--- config.mk ---
export PLATFORM = sky130hd
export DESIGN_NAME = fp32_mult_dispatcher
export DESIGN_NICKNAME = d
export VERILOG_FILES = /design/src/rtl/fp32_mult_dispatcher.sv
export SDC_FILE = /design/constraint.sdc
export NUM_CORES = 1
export LEC_CHECK = 0
export CAP_MARGIN = 20
export CORE_AREA = 2 2 165 167
export DETAILED_ROUTE_END_ITERATION = 6
export DIE_AREA = 0 0 167 169
export HOLD_SLACK_MARGIN = 0.15
export MAX_ROUTING_LAYER = met4
export PLACE_DENSITY = 0.79
export SLEW_MARGIN = 20
export SYNTH_ARGS = -nofsm -noshare
export SYNTH_HDL_FRONTEND = slang
export SYNTH_SLANG_ARGS = --single-unit
--- constraint.sdc ---
create_clock -name clk -period 3.9 [get_ports clk]
set_clock_uncertainty 0.15 [all_clocks]
set_input_delay 1.17 -clock clk [delete_from_list [all_inputs] [get_ports clk]]
set_output_delay 1.17 -clock clk [all_outputs]
set_load 0.03 [all_outputs]
--- src/rtl/fp32_mult_dispatcher.sv ---
// Operand FIFO and job sequencer in front of the fp32 multiplier.
// One job in flight; results held until the consumer takes them.
module fp32_mult_dispatcher #(
    parameter int DEPTH   = 4,
    parameter int TIMEOUT = 64,
    localparam int CW     = $clog2(DEPTH + 1)
) (
    input  logic          clk,
    input  logic          rst_n,
    input  logic          in_valid_i,
    output logic          in_ready_o,
    input  logic [31:0]   in_a_i,
    input  logic [31:0]   in_b_i,
    output logic          mul_start_o,
    output logic [31:0]   mul_a_o,
    output logic [31:0]   mul_b_o,
    input  logic [31:0]   mul_product_i,
    input  logic          mul_done_i,
    input  logic          mul_nan_i,
    input  logic          mul_infinit_i,
    input  logic          mul_overflow_i,
    input  logic          mul_underflow_i,
    output logic          res_valid_o,
    input  logic          res_ready_i,
    output logic [31:0]   res_product_o,
    output logic [4:0]    res_flags_o,
    output logic          busy_o,
    output logic [CW-1:0] count_o
);

    localparam int AW = (DEPTH > 1) ? $clog2(DEPTH) : 1;
    localparam int TW = $clog2(TIMEOUT);

    typedef enum logic [1:0] {
        S_IDLE,
        S_ISSUE,
        S_WAIT,
        S_RESULT
    } state_t;

    state_t        r_state;
    logic [31:0]   r_mem_a [DEPTH];
    logic [31:0]   r_mem_b [DEPTH];
    logic [AW-1:0] r_wr_ptr;
    logic [AW-1:0] r_rd_ptr;
    logic [CW-1:0] r_count;
    logic [TW-1:0] r_tcnt;
    logic          r_done_q;
    logic          r_start;
    logic [31:0]   r_mul_a;
    logic [31:0]   r_mul_b;
    logic          r_res_valid;
    logic [31:0]   r_res_product;
    logic [4:0]    r_res_flags;

    logic w_push;
    logic w_pop;
    logic w_done_rise;

    assign in_ready_o  = (r_count < CW'(DEPTH));
    assign w_push      = in_valid_i && in_ready_o;
    assign w_pop       = (r_state == S_IDLE) && (r_count != '0)
                         && !r_res_valid;
    // Only a fresh 0->1 edge counts, so a done left high is ignored
    assign w_done_rise = mul_done_i && !r_done_q;

    always_ff @(posedge clk) begin
        if (w_push) begin
            r_mem_a[r_wr_ptr] <= in_a_i;
            r_mem_b[r_wr_ptr] <= in_b_i;
        end
    end

    always_ff @(posedge clk or negedge rst_n) begin
        if (!rst_n) begin
            r_wr_ptr <= '0;
            r_rd_ptr <= '0;
            r_count  <= '0;
        end else begin
            if (w_push) r_wr_ptr <= r_wr_ptr + AW'(1);
            if (w_pop)  r_rd_ptr <= r_rd_ptr + AW'(1);
            case ({w_push, w_pop})
                2'b10:   r_count <= r_count + CW'(1);
                2'b01:   r_count <= r_count - CW'(1);
                default: r_count <= r_count;
            endcase
        end
    end

    always_ff @(posedge clk or negedge rst_n) begin
        if (!rst_n) begin
            r_state       <= S_IDLE;
            r_tcnt        <= '0;
            r_done_q      <= 1'b0;
            r_start       <= 1'b0;
            r_mul_a       <= '0;
            r_mul_b       <= '0;
            r_res_valid   <= 1'b0;
            r_res_product <= '0;
            r_res_flags   <= '0;
        end else begin
            r_done_q <= mul_done_i;
            unique case (r_state)
                S_IDLE: begin
                    if (w_pop) begin
                        r_mul_a <= r_mem_a[r_rd_ptr];
                        r_mul_b <= r_mem_b[r_rd_ptr];
                        r_start <= 1'b1;
                        r_state <= S_ISSUE;
                    end
                end
                S_ISSUE: begin
                    r_start <= 1'b0;
                    r_tcnt  <= '0;
                    r_state <= S_WAIT;
                end
                S_WAIT: begin
                    if (w_done_rise) begin
                        r_res_product <= mul_product_i;
                        r_res_flags   <= {1'b0, mul_nan_i,
                                          mul_infinit_i,
                                          mul_overflow_i,
                                          mul_underflow_i};
                        r_res_valid   <= 1'b1;
                        r_state       <= S_RESULT;
                    end else if (r_tcnt == TW'(TIMEOUT - 1)) begin
                        r_res_product <= 32'h7FC0_0000;
                        r_res_flags   <= 5'b10000;
                        r_res_valid   <= 1'b1;
                        r_state       <= S_RESULT;
                    end else begin
                        r_tcnt <= r_tcnt + TW'(1);
                    end
                end
                S_RESULT: begin
                    if (res_ready_i) begin
                        r_res_valid <= 1'b0;
                        r_state     <= S_IDLE;
                    end
                end
                default: r_state <= S_IDLE;
            endcase
        end
    end

    assign mul_start_o   = r_start;
    assign mul_a_o       = r_mul_a;
    assign mul_b_o       = r_mul_b;
    assign res_valid_o   = r_res_valid;
    assign res_product_o = r_res_product;
    assign res_flags_o   = r_res_flags;
    assign busy_o        = (r_state != S_IDLE) || (r_count != '0);
    assign count_o       = r_count;

endmodule
* Word-level counts from Yosys, hierarchy flattened
Memories as Yosys holds them, arrays and structs flattened. A register that Yosys moved wholly into a read port is not among the register bits.
Cells that the tools add are included.
** Storage, ports and cells
- Register bits after elaboration :: 55
- Memory bits (writable) :: 256
- Output and inout bits :: 108
- Memories :: 2
** Cells by class
- Add/sub/neg operators :: 5
- Order comparisons :: 1
- Equality and inequality tests :: 11
- Muxes and demuxes :: 21
- Reductions and logical operators :: 23
** Memory list
- r_mem_a :: depth 4, width 32, rd ports 1, clocked after Yosys merged registers in 1, wr ports 1, RTL line 42 : logic [31:0] r_mem_a [DEPTH];
- r_mem_b :: depth 4, width 32, rd ports 1, clocked after Yosys merged registers in 1, wr ports 1, RTL line 43 : logic [31:0] r_mem_b [DEPTH];
** Operators with widths (number)
- $mux W32 :: 2
- $mux W6 :: 2
- $pmux W6 S2 :: 1
- $reduce_bool A2 Y1 :: 6
- $mux W5 :: 2
- $reduce_and A3 Y1 :: 3
- $mux W2 :: 4
- $ne A2 B2 Y1 const B :: 4
- $pmux W2 S4 :: 1
- $add A6 B1 Y6 const B :: 1
- $eq A2 B2 Y1 const B :: 3
- $eq A6 B6 Y1 const B :: 1
- $mux W1 :: 6
- $pmux W3 S2 :: 1
- $reduce_and A2 Y1 :: 3
- $add A2 B1 Y2 const B :: 2
- $eq A2 B1 Y1 const B :: 2
- $logic_and A1 B1 Y1 :: 4
- $logic_not A1 Y1 :: 4
- $pmux W1 S2 :: 2
- $add A3 B1 Y3 const B :: 1
- $lt A3 B3 Y1 const B :: 1
- $ne A3 B3 Y1 const B :: 1
- $reduce_bool A3 Y1 :: 1
- 3 further kinds :: 3

* Depth between registers and ports, before layout
- Depth in word-level cells :: 5
- Depth in mapped cells :: 10

* Worst setup path after synthesis
OpenSTA, ideal clock, no wires.
- Path kind :: input-to-reg
- From :: input in_valid_i
- To :: memory r_mem_a[0][0] (enable)
- Library setup time :: 0.429 ns
- Arrival :: 3.049 ns
- Data required time :: 3.321 ns
- Path slack :: 0.272 ns
- Stages :: 3
- Path through :: nor2b_1 -> clkbuf_1 -> and2_1
** On the way
- Longest elaborated chain between the ends :: 3
** Ends and longest elaborated chain
- from (decl) :: RTL line 10 : input logic in_valid_i,
- $logic_and A1 B1 Y1 :: RTL line 61 : assign w_push = in_valid_i && in_ready_o;
- $mux W1 :: RTL line 68 : if (w_push) begin
- $mux W1 (not written as such) :: RTL line 69 : r_mem_a[r_wr_ptr] <= in_a_i;
- to (decl) :: RTL line 42
No other way between the ends.

* Worst setup path in the final report
- From :: register r_count[1], in the netlist count_o[1]
- To :: output busy_o
** On the way
- Longest elaborated chain between the ends :: 2
** Ends and longest elaborated chain
- from (decl) :: RTL line 46 : logic [CW-1:0] r_count;
- from (signal assigned) :: RTL line 83 : 2'b10: r_count <= r_count + CW'(1);
- from (signal assigned) :: RTL line 84 : 2'b01: r_count <= r_count - CW'(1);
- from (signal assigned) :: RTL line 85 : default: r_count <= r_count;
- $reduce_bool A3 Y1 :: RTL line 152 : assign busy_o = (r_state != S_IDLE) || (r_count != '0);
- $logic_or A1 B1 Y1 :: RTL line 152
- to (decl) :: RTL line 27 : output logic busy_o,
No other way between the ends.

==> flow_summary.ini <==
[clock_tree]
numCtsBuffers = 38
cts_max_level = 2
post_cts_buffers = 0
clk_pin_slew_ns = 0.06
cts-hold-fix-buffers = 0
cts_tree = built
clock_latency_ns = 0.52
cts.repair.resized = 0
cts_sinks = 375
cts-root-buf = clkbuf_16
cts_buffer_depth = 3

[global_routing]
grt_max_degree = 68
grt-ovfl-total = 0
grt_use_met1 = 0.2629
gr-usage-met2 = 0.3457
grt_most_used_layer = met2
grt.total_usage = 0.2074
antenna_found_initial = 2
grt_pass1_vias = 7855
gr-usage-met3 = 0.04980
grt_pass1_wl_um = 44010

[placement]
hpwlAfterDp_um = 17480
postPlaceCellArea_sq_um = 16750
gp_congestion = 0.8011
port_buffers = 212

[synthesis]
netlist_area_sq_um = 14110
synth_cells = 740
yosysUniqueCellTypes = 41
ys_seq_area_frac = 0.7556
avgSynthCellArea_sq_um = 19.07
synth_top_area_frac = 0.5446
synthFlopType = edfxtp_1
yosys_warnings = 0
yosysTopAreaCell = edfxtp_1
ys_ff_latch = 375
synth_area_leaders = edfxtp_1 54%, dfrtp_1 21%, mux4_2 10%
ys_async_sr_fraction = 0.3173
synth.net_count = 857
synth_edf_count = 256

[floorplan]
die_w_um = 167
ios = 213
start_util = 0.5326
row_count = 60
dieHeight_um = 169
core_sq_um = 26500
die_area_sq_um = 28220

[route]
dr.pass1.iters = 4
via_count = 7365
drc = 0
drt_iter0_markers = 667
vias_per_cell = 5.468
ant_nets = 0
wl_um = 27610
routedWlPerCell_um = 20.50

[timing]
setup_viol = 0
fin_setup_tns_ns = 0
slew_viol_final = 0
rsz0062_at_grt = false
worst_pin_slew_ns = 0.9898
finalCritPeriodShare = 0.8584
timing.fmax_mhz = 298.7
period_needed_ns = 3.348
slew_headroom = 0.3401
hold_violations = 0

[worst_setup_path]
startpoint = count_o[1]
critical_path.startpoint_type = register
cp.required_ns = 2.58
max_stage_delay_ns = 0.61
criticalPathCategory = register to output pin
critPathMaxFanout = 4
crit_slowest_cell = clkdlybuf4s50_1
crit_chain = nor3_2 > nand2_1 > clkdlybuf4s50_1
r2r_start = r_state[0]
cp.arrival_ns = 2.03
cp-end-kind = output pin

[finish]
drive_gt1_frac = 0.2122
finish.instance_area_sq_um = 18000
num-nets-final = 1091
syn2layout_area_growth_pct = 27.54

[power_and_ir_drop]
cellPowerDensity_nw_per_um2 = 798.8
max-vdd-ir-drop_uv = 549.6
leakage_nw = 6.434
power_w = 0.01438

[status]
status = completed

[flow_run]
max_cap_violations = 0

[worst_hold_path]
hold_path_startpoint = mul_b_o[26]
hold_path.class = register to register
cell usage in the layout (no fill, tap or decap), drive strengths merged, types with 2 or more instances in the layout:
cell           count
nor2               6
o211ai             2
clkinvlp           2
dfrtp            119
clkbuf            51
inv               16
a21oi              6
xor2               2
nand4              2
edfxtp           256
ha                11
buf               18
clkinv            11
clkdlybuf4s50    211
diode              2
mux2              65
and3               2
xnor2              5
nor2b              2
bufinv             3
nand3              4
o21ai             43
nand2             81
mux4              64
nor3               3
and2               6
through the flow:
step	utilization	std cells	hold WS, ns	setup slack, ns
final	0.6793	1347	0.3549	0.5522
after global routing	0.6793	1347	0.3766	0.4739
after CTS	0.6791	1345	0.3583	0.5215
after detailed placement	0.6319	1275	0.3449	0.7479
after global placement	0.6319	1275	0.3297	0.7681
after floorplan	-	740	0.3713	0.2721
sequential cells by signal (all words and copies together), names as in the netlist:
name	count
r_tcnt	6
mul_start_o	1
r_mem_b	128
res_flags_o	5
r_wr_ptr	2
r_mem_a	128
r_state	2
r_rd_ptr	2
res_valid_o	1
res_product_o	32
mul_b_o	32
mul_a_o	32
count_o	3
r_done_q	1
area by class of cell:
cell class	instances	area, sq um
sequential	375	10670
fill	1704	8498
multi-input combinational	317	3223
timing repair buffer	229	2376
clock buffer	51	1061
tap	341	426.7
clock inverter	19	188.9
inverter	13	48.80
antenna	2	5.005
layer usage:
| layer | vias up | part of all wire |
|---|---|---|
| li1 | 3322 | - |
| met1 | 3762 | 0.41 |
| met2 | 244 | 0.50 |
| met3 | 37 | 0.068 |
| met4 | 0 | 0.014 |
| met5 | - | 0 |
path summary, 6_finish.rpt:
path / cells past startpoint / endpoint / slack (ns)
setup / recovery: 3 / busy_o / 0.55
hold / removal: 1 / mul_b_o[26] / 0.35
setup reg to reg: 5 / mul_a_o[2] / 1.40
hold reg to reg: 1 / mul_b_o[26] / 0.35
max in group asynchronous: 2 / mul_a_o[10] / 2.37
min in group asynchronous: 1 / mul_start_o / 0.47
synth_stat cells (2+ instances only):
master and instances:
o211ai_1 2, buf_6 5, a21oi_1 5, ha_1 11, buf_4 3, dfrtp_1 119, o21ai_1 6, inv_1 13
and3_1 2, nor2b_1 2, buf_1 2, and2_1 6, nor2_1 6, o21ai_0 37, buf_2 11, clkbuf_2 3
xnor2_1 5, xor2_1 2, nand3_1 4, mux2_2 65, nor3_1 2, nand2_1 81, edfxtp_1 256, clkbuf_1 11
nand4_1 2, mux4_2 64
kinds of logic after synthesis:
family,share of synthesized area
AO/OA/AOI/OAI,0.02287
XOR/XNOR,0.004344
adder cells (fa/ha/maj),0.01117
buffers and inverters,0.01746
flip-flops,0.7556
multiplexers,0.1547
AND/OR/NAND/NOR,0.03386
power breakdown:
part	internal (W)	switching, W	leakage, nW
Combinational	0.00238	0.00246	2.06
Clock	0.00213	0.00145	0.607
Sequential	0.00527	0.000695	3.76
Total	0.00977	0.00461	6.43
worst max-delay path, delay by kind of cell, from the launching register on:
family                 cells  cell delay, ns
buffers and inverters      1            0.61
and+or+nand+nor            2            0.49
DFF                        1            0.42
Power figures use the tool's default switching activity.
